<file path="src/rtl/vga_pkg.sv">
// Shared definitions for the VGA test-pattern blocks.
//   sched_state_t : scheduler FSM states (IDLE, AUTO, MANUAL)
//   PAT_*         : pattern index constants shared with the pixel generator
package vga_pkg;

  typedef enum logic [1:0] {
    ST_IDLE   = 2'd0,
    ST_AUTO   = 2'd1,
    ST_MANUAL = 2'd2
  } sched_state_t;

  localparam int unsigned PAT_COLORBARS   = 0;
  localparam int unsigned PAT_GRAYRAMP    = 1;
  localparam int unsigned PAT_CHECKER     = 2;
  localparam int unsigned PAT_GRID        = 3;
  localparam int unsigned PAT_SOLID_RED   = 4;
  localparam int unsigned PAT_SOLID_GREEN = 5;
  localparam int unsigned PAT_SOLID_BLUE  = 6;
  localparam int unsigned PAT_BORDER      = 7;

endpackage

</file>
<file path="src/rtl/vga_frame_edge.sv">
// Frame boundary detector: normalises sync polarity and flags the assert edge.
//   clk, rst    : clock, asynchronous active-low reset
//   sync_in     : raw vertical sync
//   frame_edge  : combinational assert-edge flag (cycle before frame_start)
//   frame_start : registered one-cycle pulse per assert edge
module vga_frame_edge #(
  parameter bit ACTIVE_LOW = 1'b0
) (
  input  logic clk,
  input  logic rst,
  input  logic sync_in,
  output logic frame_edge,
  output logic frame_start
);

  logic sync_n;
  logic sync_q;

  assign sync_n     = sync_in ^ ACTIVE_LOW;
  assign frame_edge = sync_n & ~sync_q;

  always_ff @(posedge clk or negedge rst) begin
    if (!rst) begin
      sync_q      <= 1'b0;
      frame_start <= 1'b0;
    end else begin
      sync_q      <= sync_n;
      frame_start <= frame_edge;
    end
  end

endmodule

</file>
<file path="src/rtl/vga_pattern_sched.sv">
// Frame-synchronous test-pattern scheduler.
//   clk, rst        : pixel clock, asynchronous active-low reset
//   vsync           : vertical sync from the sync generator
//   mode_auto       : 1 auto-advance every dwell frames, 0 manual step
//   step_req        : manual advance request (collapses to one per frame)
//   cfg_valid/ready : host handshake for cfg_pattern / cfg_dwell
//   pattern_sel     : current pattern index
//   pattern_update  : pulses in the cycle pattern_sel changes
//   frame_start     : one pulse per frame boundary
// All pattern/dwell changes are registered on the same edge that raises
// frame_start, so they land inside vertical blanking.
module vga_pattern_sched #(
  parameter int unsigned NUM_PATTERNS     = 8,
  parameter int unsigned PAT_BITS         = 3,
  parameter int unsigned DWELL_BITS       = 8,
  parameter int unsigned DEFAULT_DWELL    = 60,
  parameter bit          VSYNC_ACTIVE_LOW = 1'b0
) (
  input  logic                  clk,
  input  logic                  rst,
  input  logic                  vsync,
  input  logic                  mode_auto,
  input  logic                  step_req,
  input  logic                  cfg_valid,
  input  logic [PAT_BITS-1:0]   cfg_pattern,
  input  logic [DWELL_BITS-1:0] cfg_dwell,
  output logic                  cfg_ready,
  output logic [PAT_BITS-1:0]   pattern_sel,
  output logic                  pattern_update,
  output logic                  frame_start
);
  import vga_pkg::*;

  localparam logic [DWELL_BITS-1:0] DWELL_RST = DWELL_BITS'(DEFAULT_DWELL);
  localparam logic [PAT_BITS-1:0]   PAT_MAX   = PAT_BITS'(NUM_PATTERNS - 1);
  localparam logic [PAT_BITS:0]     PAT_LIMIT = (PAT_BITS + 1)'(NUM_PATTERNS);

  sched_state_t          state, state_d, mode_d;
  logic [PAT_BITS-1:0]   sel_d, adv_pat, cfg_src, cfg_pat_q, cpat_d, new_pat;
  logic [DWELL_BITS-1:0] dwell, dwell_d, frame_cnt, cnt_d, dwell_m1;
  logic [DWELL_BITS-1:0] cfg_dwell_q, cdwell_d;
  logic                  step_pend, step_d, cfg_pend, pend_d, upd_d, ready_d;
  logic                  accept, frame_edge;

  vga_frame_edge #(
    .ACTIVE_LOW (VSYNC_ACTIVE_LOW)
  ) u_frame_edge (
    .clk         (clk),
    .rst         (rst),
    .sync_in     (vsync),
    .frame_edge  (frame_edge),
    .frame_start (frame_start)
  );

  assign accept   = cfg_valid & cfg_ready;
  assign adv_pat  = (pattern_sel == PAT_MAX) ? '0 : pattern_sel + PAT_BITS'(1);
  assign dwell_m1 = (dwell == '0) ? '0 : dwell - DWELL_BITS'(1);
  // A transfer accepted on the boundary edge itself is applied directly.
  assign cfg_src  = accept ? cfg_pattern : cfg_pat_q;
  assign new_pat  = ({1'b0, cfg_src} >= PAT_LIMIT) ? '0 : cfg_src;

  always_comb begin
    state_d  = state;
    sel_d    = pattern_sel;
    upd_d    = 1'b0;
    cnt_d    = frame_cnt;
    dwell_d  = dwell;
    step_d   = step_pend | step_req;
    pend_d   = cfg_pend;
    cpat_d   = cfg_pat_q;
    cdwell_d = cfg_dwell_q;
    mode_d   = mode_auto ? ST_AUTO : ST_MANUAL;
    if (frame_edge) begin
      if (cfg_pend || accept) begin
        sel_d   = new_pat;
        upd_d   = (new_pat != pattern_sel);
        dwell_d = accept ? cfg_dwell : cfg_dwell_q;
        cnt_d   = '0;
        step_d  = 1'b0;
        pend_d  = 1'b0;
      end else if (state == ST_IDLE) begin
        step_d = 1'b0;
      end else if (state != mode_d) begin
        cnt_d  = '0;
        step_d = 1'b0;
      end else if (state == ST_AUTO) begin
        if (frame_cnt >= dwell_m1) begin
          sel_d = adv_pat;
          cnt_d = '0;
          upd_d = 1'b1;
        end else begin
          cnt_d = frame_cnt + DWELL_BITS'(1);
        end
      end else begin
        if (step_d) begin
          sel_d = adv_pat;
          upd_d = 1'b1;
        end
        step_d = 1'b0;
      end
      state_d = mode_d;
    end else if (accept) begin
      pend_d   = 1'b1;
      cpat_d   = cfg_pattern;
      cdwell_d = cfg_dwell;
    end
    // Ready stays low through the frame_start cycle and returns one cycle later.
    if (accept) begin
      ready_d = 1'b0;
    end else if (frame_start && !cfg_pend) begin
      ready_d = 1'b1;
    end else begin
      ready_d = cfg_ready;
    end
  end

  always_ff @(posedge clk or negedge rst) begin
    if (!rst) begin
      state          <= ST_IDLE;
      pattern_sel    <= '0;
      pattern_update <= 1'b0;
      frame_cnt      <= '0;
      dwell          <= DWELL_RST;
      step_pend      <= 1'b0;
      cfg_pend       <= 1'b0;
      cfg_pat_q      <= '0;
      cfg_dwell_q    <= '0;
      cfg_ready      <= 1'b1;
    end else begin
      state          <= state_d;
      pattern_sel    <= sel_d;
      pattern_update <= upd_d;
      frame_cnt      <= cnt_d;
      dwell          <= dwell_d;
      step_pend      <= step_d;
      cfg_pend       <= pend_d;
      cfg_pat_q      <= cpat_d;
      cfg_dwell_q    <= cdwell_d;
      cfg_ready      <= ready_d;
    end
  end

endmodule
</file>
<file path="config.mk">
export PLATFORM = sky130hd
export DESIGN_NAME = vga_pattern_sched
export DESIGN_NICKNAME = d
export VERILOG_FILES = /design/src/rtl/vga_pkg.sv /design/src/rtl/vga_frame_edge.sv /design/src/rtl/vga_pattern_sched.sv
export SDC_FILE = /design/constraint.sdc
export NUM_CORES = 1
export LEC_CHECK = 0
export ABC_AREA = 1
export CAP_MARGIN = 20
export CELL_PAD_IN_SITES_DETAIL_PLACEMENT = 0
export CELL_PAD_IN_SITES_GLOBAL_PLACEMENT = 1
export CORE_ASPECT_RATIO = 1.25
export CORE_MARGIN = 4
export CORE_UTILIZATION = 40
export DETAILED_ROUTE_END_ITERATION = 12
export PLACE_DENSITY_LB_ADDON = 0.1
export SLEW_MARGIN = 20
export SYNTH_ARGS = -nofsm -noshare
export SYNTH_HDL_FRONTEND = slang
export SYNTH_SLANG_ARGS = --single-unit
export TNS_END_PERCENT = 5
</file>
<file path="constraint.sdc">
create_clock -name clk -period 2.9 [get_ports clk]
set_input_delay 0.725 -clock clk [delete_from_list [all_inputs] [get_ports clk]]
set_output_delay 0.725 -clock clk [all_outputs]
set_load 0.01 [all_outputs]
</file>
# == Word level (Yosys, flattened, before mapping) ==
# Cells that the tools add are included.
# totals
regBits,38
in_bits,17
out_inout_bits,6
elab_cells,74
# classes
add_sub_neg,3
magnitude_cmp,1
eq_ne,8
mux,33
bitwise,4
reduce_logical,13
# ops
operator,count
8-bit 2-to-1 mux,7
3-bit 2-to-1 mux,8
1-bit 2-to-1 mux,17
8-bit by 1-bit adder with 8-bit output (second input constant),1
8-bit >= comparator,1
8-bit logical NOT,1
8-bit by 1-bit subtractor with 8-bit output (second input constant),1
2-bit != test (second input constant),3
3-bit nonzero test,2
5-bit AND reduction,1
2-bit AND reduction,2
2-bit nonzero test,2
3-bit by 1-bit adder with 3-bit output (second input constant),1
3-bit equality test (second input constant),1
3-bit by 2-bit != test with 1-bit output (second input constant),1
3-bit != test,1
3-bit AND reduction,1
1-bit AND,2
2-bit by 1-bit equality test with 1-bit output (second input constant),1
2-bit logical NOT,1
2-bit 2-to-1 mux,1
2-bit != test,1
1-bit logical AND,1
1-bit logical NOT,1
3 further kinds,3

# == Logic depth before layout (Yosys ltp) ==
# Gate-level depths: netlist of the first run.
# logic_depth
ltp_word,9
mapped_depth,18

# == Cells and area by module ==
# A second synthesis of the first run with hierarchy kept.
# hier_totals
cells_unflattened,294
area_unflattened_um2,2219.6
# by_module_without_submodules
module,instances,cells_each,area_each_um2
vga_pattern_sched,1,290,2159.6
vga_frame_edge,1,4,60.1

# == Worst setup path before layout of the first run ==
# Ideal clock, no wire load.
# synth_timing
path_kind,reg-to-reg
startpoint,register dwell[0]
endpoint,register pattern_sel[0]
setup_time_ns,0.065
t_arrival_ns,2.167
t_required_ns,2.835
setup_slack_ns,0.668
stages_incl_launch_ff,16
n_path_buf,0
period_less_slack_ns,2.232
cell_sequence,dfrtp_1 -> inv_1 -> ha_1 -> inv_1 -> nor2_1 -> inv_1 -> nor3_2 -> inv_1 -> nand3_1 -> ha_1 -> a21o_1 -> nor2_1 -> nand3_1 -> nand2_1 -> nand2_1 -> nand2_1
# synth_via
elab_chain_len,5
word_cells_on_any_way,6
cone_classes,add/sub (1); order compare (1); eq/ne (1); mux (1); reduce/logical (2)
# synth_lines
item,line_no,source
from (decl),vga_pattern_sched.sv:40,"logic [DWELL_BITS-1:0] dwell, dwell_d, frame_cnt, cnt_d, dwell_m1;"
from (signal assigned),vga_pattern_sched.sv:134,dwell <= dwell_d;
8-bit by 1-bit subtractor with 8-bit output / 8-bit logical NOT (equally long branches),vga_pattern_sched.sv:57,assign dwell_m1 = (dwell == '0) ? '0 : dwell - DWELL_BITS'(1);
8-bit 2-to-1 mux *,vga_pattern_sched.sv:57,
8-bit >= comparator *,vga_pattern_sched.sv:87,if (frame_cnt >= dwell_m1) begin
3-bit by 2-bit != test with 1-bit output (no line) *,n/a,
5-bit AND reduction (no line) *,n/a,
to (signal assigned),vga_pattern_sched.sv:131,pattern_sel <= sel_d;
to (decl),vga_pattern_sched.sv:28,"output logic [PAT_BITS-1:0] pattern_sel,"
# Every way passes the cells marked *; elsewhere a longest branch is shown, timed or not.
# A chain may end at the register's enable or synchronous reset.

# == Worst setup path after layout of the first run ==
# layout_timing
startpoint,register dwell[0]
endpoint,register pattern_sel[1]
# The elaborated chain is that of the path after synthesis.

==> results.ini, run 1 <==
[outcome]
status=complete, no violations

[synthesis]
yosys.cell_count.top_type=nand2_1
yosysSeqAreaShare_pct=42.4
synthDistinctLibCells=35
synth_cells=282
synthesis.area_sq_mm=0.00226
yosysTopAreaCellShare_pct=36.6
synth_top_cell_by_area=dfrtp_1
synth_warnings=0
synth_edf_count=0
synth_nets=311
syn_area_per_cell_sq_um=8.01
synthTopCellsByArea=dfrtp_1, nand2_1, ha_1, inv_1, dfstp_2
synthFlopType=dfrtp_1
ys_top_cells_by_count=nand2_1, inv_1, nor2_1
ys_seq_elements=38
synthArstFlopShare_pct=100

[worst_setup_path]
cp_slowest_cell=dfrtp_1
worst_ep_arrival_time_ps=2740
endpoint_kind=flop
path_buf_inv=4
cpMostUsedCell=inv_1
reg2reg_slack_ps=390
crit_fanout=5
path_delay_family=simple AND/OR/NAND/NOR gates
crit_start=dwell[0]$_DFFE_PN0P_
cp.required_ps=3130
r2r-start=dwell[0]$_DFFE_PN0P_
path_cells=inv_1 -> ha_1 -> inv_1 -> nor2_2 -> inv_1 -> nor3_2 -> inv_1 -> nand3_1 -> ha_1 -> a21o_1 -> nor2_1 -> nand3_1 -> nand2_1 -> nand2_1 -> nand2_1
critPathMaxStageDelay_ps=380
startpoint_type=flop
worstSetupPathType=flop to flop

[grt]
grt_max_degree=39
first_global_vias=1775
antenna_found_initial=0
grt.overflow.total=0
grt_pass1_wl_microns=7990
track_usage_pct=15.1

[drt]
drt_wl_total_microns=4600
drc=0
drt_iter0_drc=98
dr.pass1.iters=4
dr_total_vias=1790
vias_per_cell=4.81
routedWlPerCell_microns=12.4
antenna_left=0

[floorplanning]
io_pins=23
die_area_sq_mm=0.00692
core_sq_mm=0.00544
num_rows=30
die_y_microns=92.0
initial_core_util_pct=41.5
die_w_microns=75.2

[final_layout]
drive_gt1_share_pct=11.7
stdcell_count=372
syn_to_final_growth_pct=16.4
antenna_cells=0
fillers=560
fin_nets=336

[sta]
finalCritPeriodShare_pct=86.4
fin_skew_ps=5.42
finalCriticalPeriod_ps=2510
slew_headroom_pct=41.6
rsz0062_at_grt=false
fmax_mhz=399
timing.final.max_slew_violations=0
setup_viol=0
worst_pin_slew_ps=875
tns_ps=0
hold_viol_final=0

[clocking]
cts_tree=built
clk_latency_ps=290
numCtsBuffers=5
ctsHoldBuffers=0
cts_max_path_buffers=2
cts-resized-gates=0
clock-root-buffer=clkbuf_8
cts_setup_buffers=0
clock_sinks=38
clk_pin_slew_ps=80
cts_htree_levels=2

[job]
maxCapViolations=0

[power_and_ir_drop]
netSwitchingPower_w=0.000904
p_leak_nw=1.30
power_frac_comb_pct=42.9
p_clk_share_pct=20.2
irDropWorstVdd_v=0.000508
seqPwrFrac_pct=36.9
p_int_w=0.00137
swShare_pct=39.7
power.density_mw_per_mm2=866

[place]
place_inst=364
dp_hpwl_microns=3470
io_buffers=22
gp_congestion=0.815

[hold_path]
hold_path_class=flop to flop
holdCritStartpoint=cfg_pat_q[2]$_DFFE_PN0N_

logic make-up after synthesis:
logic type	Yosys count	share of synthesized area, %
simple gates	131	27.5
fa+ha+maj	12	6.65
flops	38	42.4
compound gates	48	11.5
buf+inv	46	9.14
xor+xnor	6	2.33
mux	1	0.499
layout by cell type, fill, tap and decap left out, drive strengths merged:
cell,instances
ha,12
and3,1
or2,1
a21oi,13
nand3,18
xor2,6
buf,3
nor3,3
dfstp,5
clkdlybuf4s50,21
o21ai,30
mux2,1
inv,40
nor2,40
dfrtp,33
a21o,1
a211oi,1
a22o,1
nand2,65
bufinv,1
clkinvlp,2
o21bai,2
nand4,3
clkbuf,5
worst reg2reg max path, stage by stage (launching register included):
cell and delay (ps):
dfrtp_1 380, inv_1 100, ha_1 170, inv_1 50, nor2_2 140, inv_1 100, nor3_2 210, inv_1 120
nand3_1 110, ha_1 250, a21o_1 180, nor2_1 170, nand3_1 180, nand2_1 170, nand2_1 60, nand2_1 60
area by class of cell:
| class | instances | area, sq um | share of cell area [%] |
|---|---|---|---|
| Multi-Input combinational cell | 198 | 1100 | 41.7 |
| Sequential cell | 38 | 957 | 36.4 |
| Timing Repair Buffer | 24 | 230 | 8.76 |
| Inverter | 40 | 150 | 5.71 |
| Tap cell | 64 | 80.1 | 3.05 |
| Clock buffer | 5 | 68.8 | 2.62 |
| Clock inverter | 3 | 45.0 | 1.71 |
through the flow:
| stage | instance area [sq um] | utilization [%] | hold WS [ps] | worst slack, ps | total power, W |
|---|---|---|---|---|---|
| 6_report | 2630 | 48.3 | 490 | 394 | 0.00228 |
| 5_1_grt | 2630 | 48.3 | 526 | 7.92 | 0.00251 |
| 4_1_cts | 2630 | 48.3 | 497 | 262 | 0.00232 |
| 3_5_place_dp | 2510 | 46.2 | 477 | 286 | 0.00185 |
| 3_3_place_gp | 2510 | 46.2 | 468 | 369 | 0.00184 |
| 2_1_floorplan | 2260 | - | 429 | 668 | 0.00157 |
layer usage:
metal  GRT usage [%]  vias up  wire length, microns
met3            3.18        4                   119
met5               0        -                     0
li1                -      943                     -
met2            24.9       21                  2340
met1            19.1      822                  2080
met4            5.25        0                    69
registers in the layout, summed over array words and instances, names as in the netlist:
register	count
cfg_dwell_q	8
cfg_pend	1
pattern_update	1
cfg_pat_q	3
dwell	8
u_frame_edge.frame_start	1
state	2
step_pend	1
frame_cnt	8
cfg_ready	1
u_frame_edge.sync_q	1
pattern_sel	3
power groups by stage:
stage,Sequential [W],Combinational (W),Clock (W)
floorplan,0.000839,0.000734,0
detailed placement,0.000850,0.000997,0
global placement,0.000850,0.000989,0
CTS,0.000841,0.00100,0.000474
global route,0.000866,0.00115,0.000497
finish,0.000839,0.000978,0.000459
worst paths after layout:
| kind | end | depth (start not counted) |
|---|---|---|
| setup / recovery | pattern_sel[1]$_DFFE_PN0P_ | 15 |
| hold / removal | cfg_pat_q[2]$_DFFE_PN0N_ | 2 |
| setup reg to reg | pattern_sel[1]$_DFFE_PN0P_ | 15 |
| hold reg to reg | cfg_pat_q[2]$_DFFE_PN0N_ | 2 |
| max in group asynchronous | cfg_dwell_q[0]$_DFFE_PN0N_ | 1 |
| min in group asynchronous | dwell[1]$_DFFE_PN0P_ | 1 |
Power figures use the tool's default switching activity.
==> run 2, diff against run 1 <==
--- a/config.mk
+++ b/config.mk
@@ -13,7 +13,9 @@
 export CORE_MARGIN = 4
 export CORE_UTILIZATION = 40
 export DETAILED_ROUTE_END_ITERATION = 12
+export MAX_ROUTING_LAYER = met4
 export PLACE_DENSITY_LB_ADDON = 0.1
+export REMOVE_ABC_BUFFERS = 1
 export SLEW_MARGIN = 20
 export SYNTH_ARGS = -nofsm -noshare
 export SYNTH_HDL_FRONTEND = slang
==> run 2 against run 1 <==
  * Power is 0.85% higher
  * Clock power up 3%
  * Global-route usage increased by 0.33 points
  * Core utilization about the same
  * Sequential share of layout area barely moved
  * Die area stayed put
  * Highest routed layer unchanged
==> results.ini, run 2 (synthesized netlist as in run 1, its figures left out) <==
[clocking]
ctsHoldBuffers=0  ; unchanged
cts_htree_levels=2  ; unchanged
cts_tree=built  ; unchanged
clk_latency_ps=290  ; about the same
cts_max_path_buffers=2  ; unchanged
clock-root-buffer=clkbuf_8  ; unchanged
clk_pin_slew_ps=80  ; about the same
cts_setup_buffers=0  ; unchanged
numCtsBuffers=5  ; unchanged
clock_sinks=38  ; unchanged

[grt]
antenna_found_initial=0  ; unchanged
grt_pass1_wl_microns=8000  ; was 7990 microns
track_usage_pct=15.4  ; was 15.1%
grt.overflow.total=0  ; unchanged
grt_max_degree=39  ; unchanged
first_global_vias=1725  ; was 1775

[worst_setup_path]
worstSetupPathType=flop to flop  ; unchanged
crit_fanout=5  ; unchanged
ff2ff_path_depth=15  ; unchanged
rr_endpoint=pattern_sel[0]$_DFFE_PN0P_  ; was pattern_sel[1]$_DFFE_PN0P_
worst_ep_arrival_time_ps=2750  ; was 2740 ps
cp.required_ps=3130  ; about the same
r2r-start=dwell[0]$_DFFE_PN0P_  ; unchanged
startpoint_type=flop  ; unchanged
reg2reg_slack_ps=390  ; about the same
endpoint_kind=flop  ; unchanged

[power_and_ir_drop]
power_frac_comb_pct=42.7  ; was 42.9%
swShare_pct=39.2  ; was 39.7%
p_leak_nw=1.31  ; was 1.30 nW
p_total_w=0.00230  ; was 0.00228 W
p_clk_share_pct=20.6  ; was 20.2%
p_int_w=0.00140  ; was 0.00137 W
irDropWorstVdd_v=0.000350  ; was 0.000508 V
power.density_mw_per_mm2=872  ; was 866 mW/mm^2
seqPwrFrac_pct=36.6  ; was 36.9%
netSwitchingPower_w=0.000899  ; was 0.000904 W

[final_layout]
stdcell_count=372  ; unchanged
syn_to_final_growth_pct=16.5  ; was 16.4%
drive_gt1_share_pct=11.4  ; was 11.7%
antenna_cells=0  ; unchanged
top_regs=cfg_dwell_q: 8 flops, dwell: 8 flops, frame_cnt: 8 flops  ; unchanged
layout_commonest_cell=nand2_1  ; unchanged
final_cell_mix=nand2_1, inv_1, nor2_1, dfrtp_1, clkdlybuf4s50_1  ; unchanged
final_util_pct=48.3  ; about the same
fin_nets=336  ; unchanged

[sta]
fin_skew_ps=7.08  ; was 5.42 ps
slew_headroom_pct=41.1  ; was 41.6%
finalCritPeriodShare_pct=86.7  ; was 86.4%
fmax_mhz=398  ; was 399 MHz
rsz0062_at_grt=false  ; unchanged
finalCriticalPeriod_ps=2510  ; about the same
worst_pin_slew_ps=884  ; was 875 ps
hold_viol_final=0  ; unchanged
setup_viol=0  ; unchanged
timing.final.max_slew_violations=0  ; unchanged
tns_ps=0  ; unchanged

[place]
io_buffers=22  ; unchanged
dp_hpwl_microns=3460  ; was 3470 microns
gp_congestion=0.770  ; was 0.815
place_inst=364  ; unchanged

[hold_path]
hold_depth=2  ; unchanged
hold_path_class=flop to flop  ; unchanged
holdCritStartpoint=cfg_pat_q[2]$_DFFE_PN0N_  ; unchanged
min_to=cfg_pat_q[2]$_DFFE_PN0N_  ; unchanged

[job]
maxCapViolations=0  ; unchanged

[floorplanning]
die_y_microns=92.0  ; unchanged
num_rows=30  ; unchanged
io_pins=23  ; unchanged
initial_core_util_pct=41.5  ; unchanged
die_w_microns=75.2  ; unchanged
core_sq_mm=0.00544  ; unchanged
die_area_sq_mm=0.00692  ; unchanged

[drt]
vias_per_cell=4.80  ; was 4.81
drc=0  ; unchanged
dr.pass1.iters=4  ; unchanged
drt_iter0_drc=75  ; was 98
antenna_left=0  ; unchanged
dr_total_vias=1784  ; was 1790
routedWlPerCell_microns=12.5  ; was 12.4 microns
drt_wl_total_microns=4650  ; was 4600 microns

[outcome]
status=complete, no violations  ; unchanged

## run 2: final cells by class
class	instances	area (sq um)
timing repair buffer	24	230
inverter	40	150
multi-input combinational	198	1100
fill	555	2810
sequential	38	957
clock inverter	1	30.0
clock buffer	7	86.3
tap	64	80.1
## run 2: timing repair
action | CTS | global route
endpoints found under the setup margin | 0 | 4
endpoints found under the hold margin | 0 | 0
resized for setup | 0 | 1
## run 2: critical path, stage by stage, from the launching register on
cell and delay (ps):
dfrtp_1 380, inv_1 90, ha_1 170, inv_1 50, nor2_2 150, inv_1 100
nor3_2 210, inv_1 120, nand3_1 110, ha_1 250, a21o_1 180, nor2_1 160
nand3_1 180, nand2_1 170, nand2_1 70, nand2_1 60
## run 2: per-stage QoR
step	worst slack, ps	cell area, sq um	hold slack, ps
floorplan	667	2200	429
global placement	361	2510	468
detailed placement	301	2510	474
CTS	271	2630	493
global route	41.9	2630	529
finish	385	2630	490
## run 2: worst max-delay path by stage
stage	depth (start not counted)	endpoint	startpoint
after floorplan	15	pattern_sel[0]$_DFFE_PN0P_	dwell[0]$_DFFE_PN0P_
after global placement	15	pattern_sel[0]$_DFFE_PN0P_	dwell[0]$_DFFE_PN0P_
after detailed placement	15	pattern_sel[0]$_DFFE_PN0P_	dwell[0]$_DFFE_PN0P_
after CTS	15	pattern_sel[0]$_DFFE_PN0P_	dwell[0]$_DFFE_PN0P_
after global routing	18	pattern_sel[0]$_DFFE_PN0P_	dwell[0]$_DFFE_PN0P_
final	15	pattern_sel[0]$_DFFE_PN0P_	dwell[0]$_DFFE_PN0P_
## run 2: power by group through the flow
stage          Clock (W)  Sequential, W  Combinational, W
2_1_floorplan          0       0.000839          0.000710
3_3_place_gp           0       0.000851          0.000988
4_1_cts         0.000489       0.000840          0.000998
3_5_place_dp           0       0.000849          0.000994
6_report        0.000474       0.000841          0.000980
5_1_grt         0.000502       0.000869           0.00115
## run 2: metal layers
metal / part of all wire, % / up-vias / track usage (%)
met5: 0 / - / -
met4: 1.7 / 0 / 5.25
met3: 2.7 / 7 / 2.63
met2: 49 / 21 / 24.3
met1: 47 / 814 / 19.8
li1: - / 942 / -
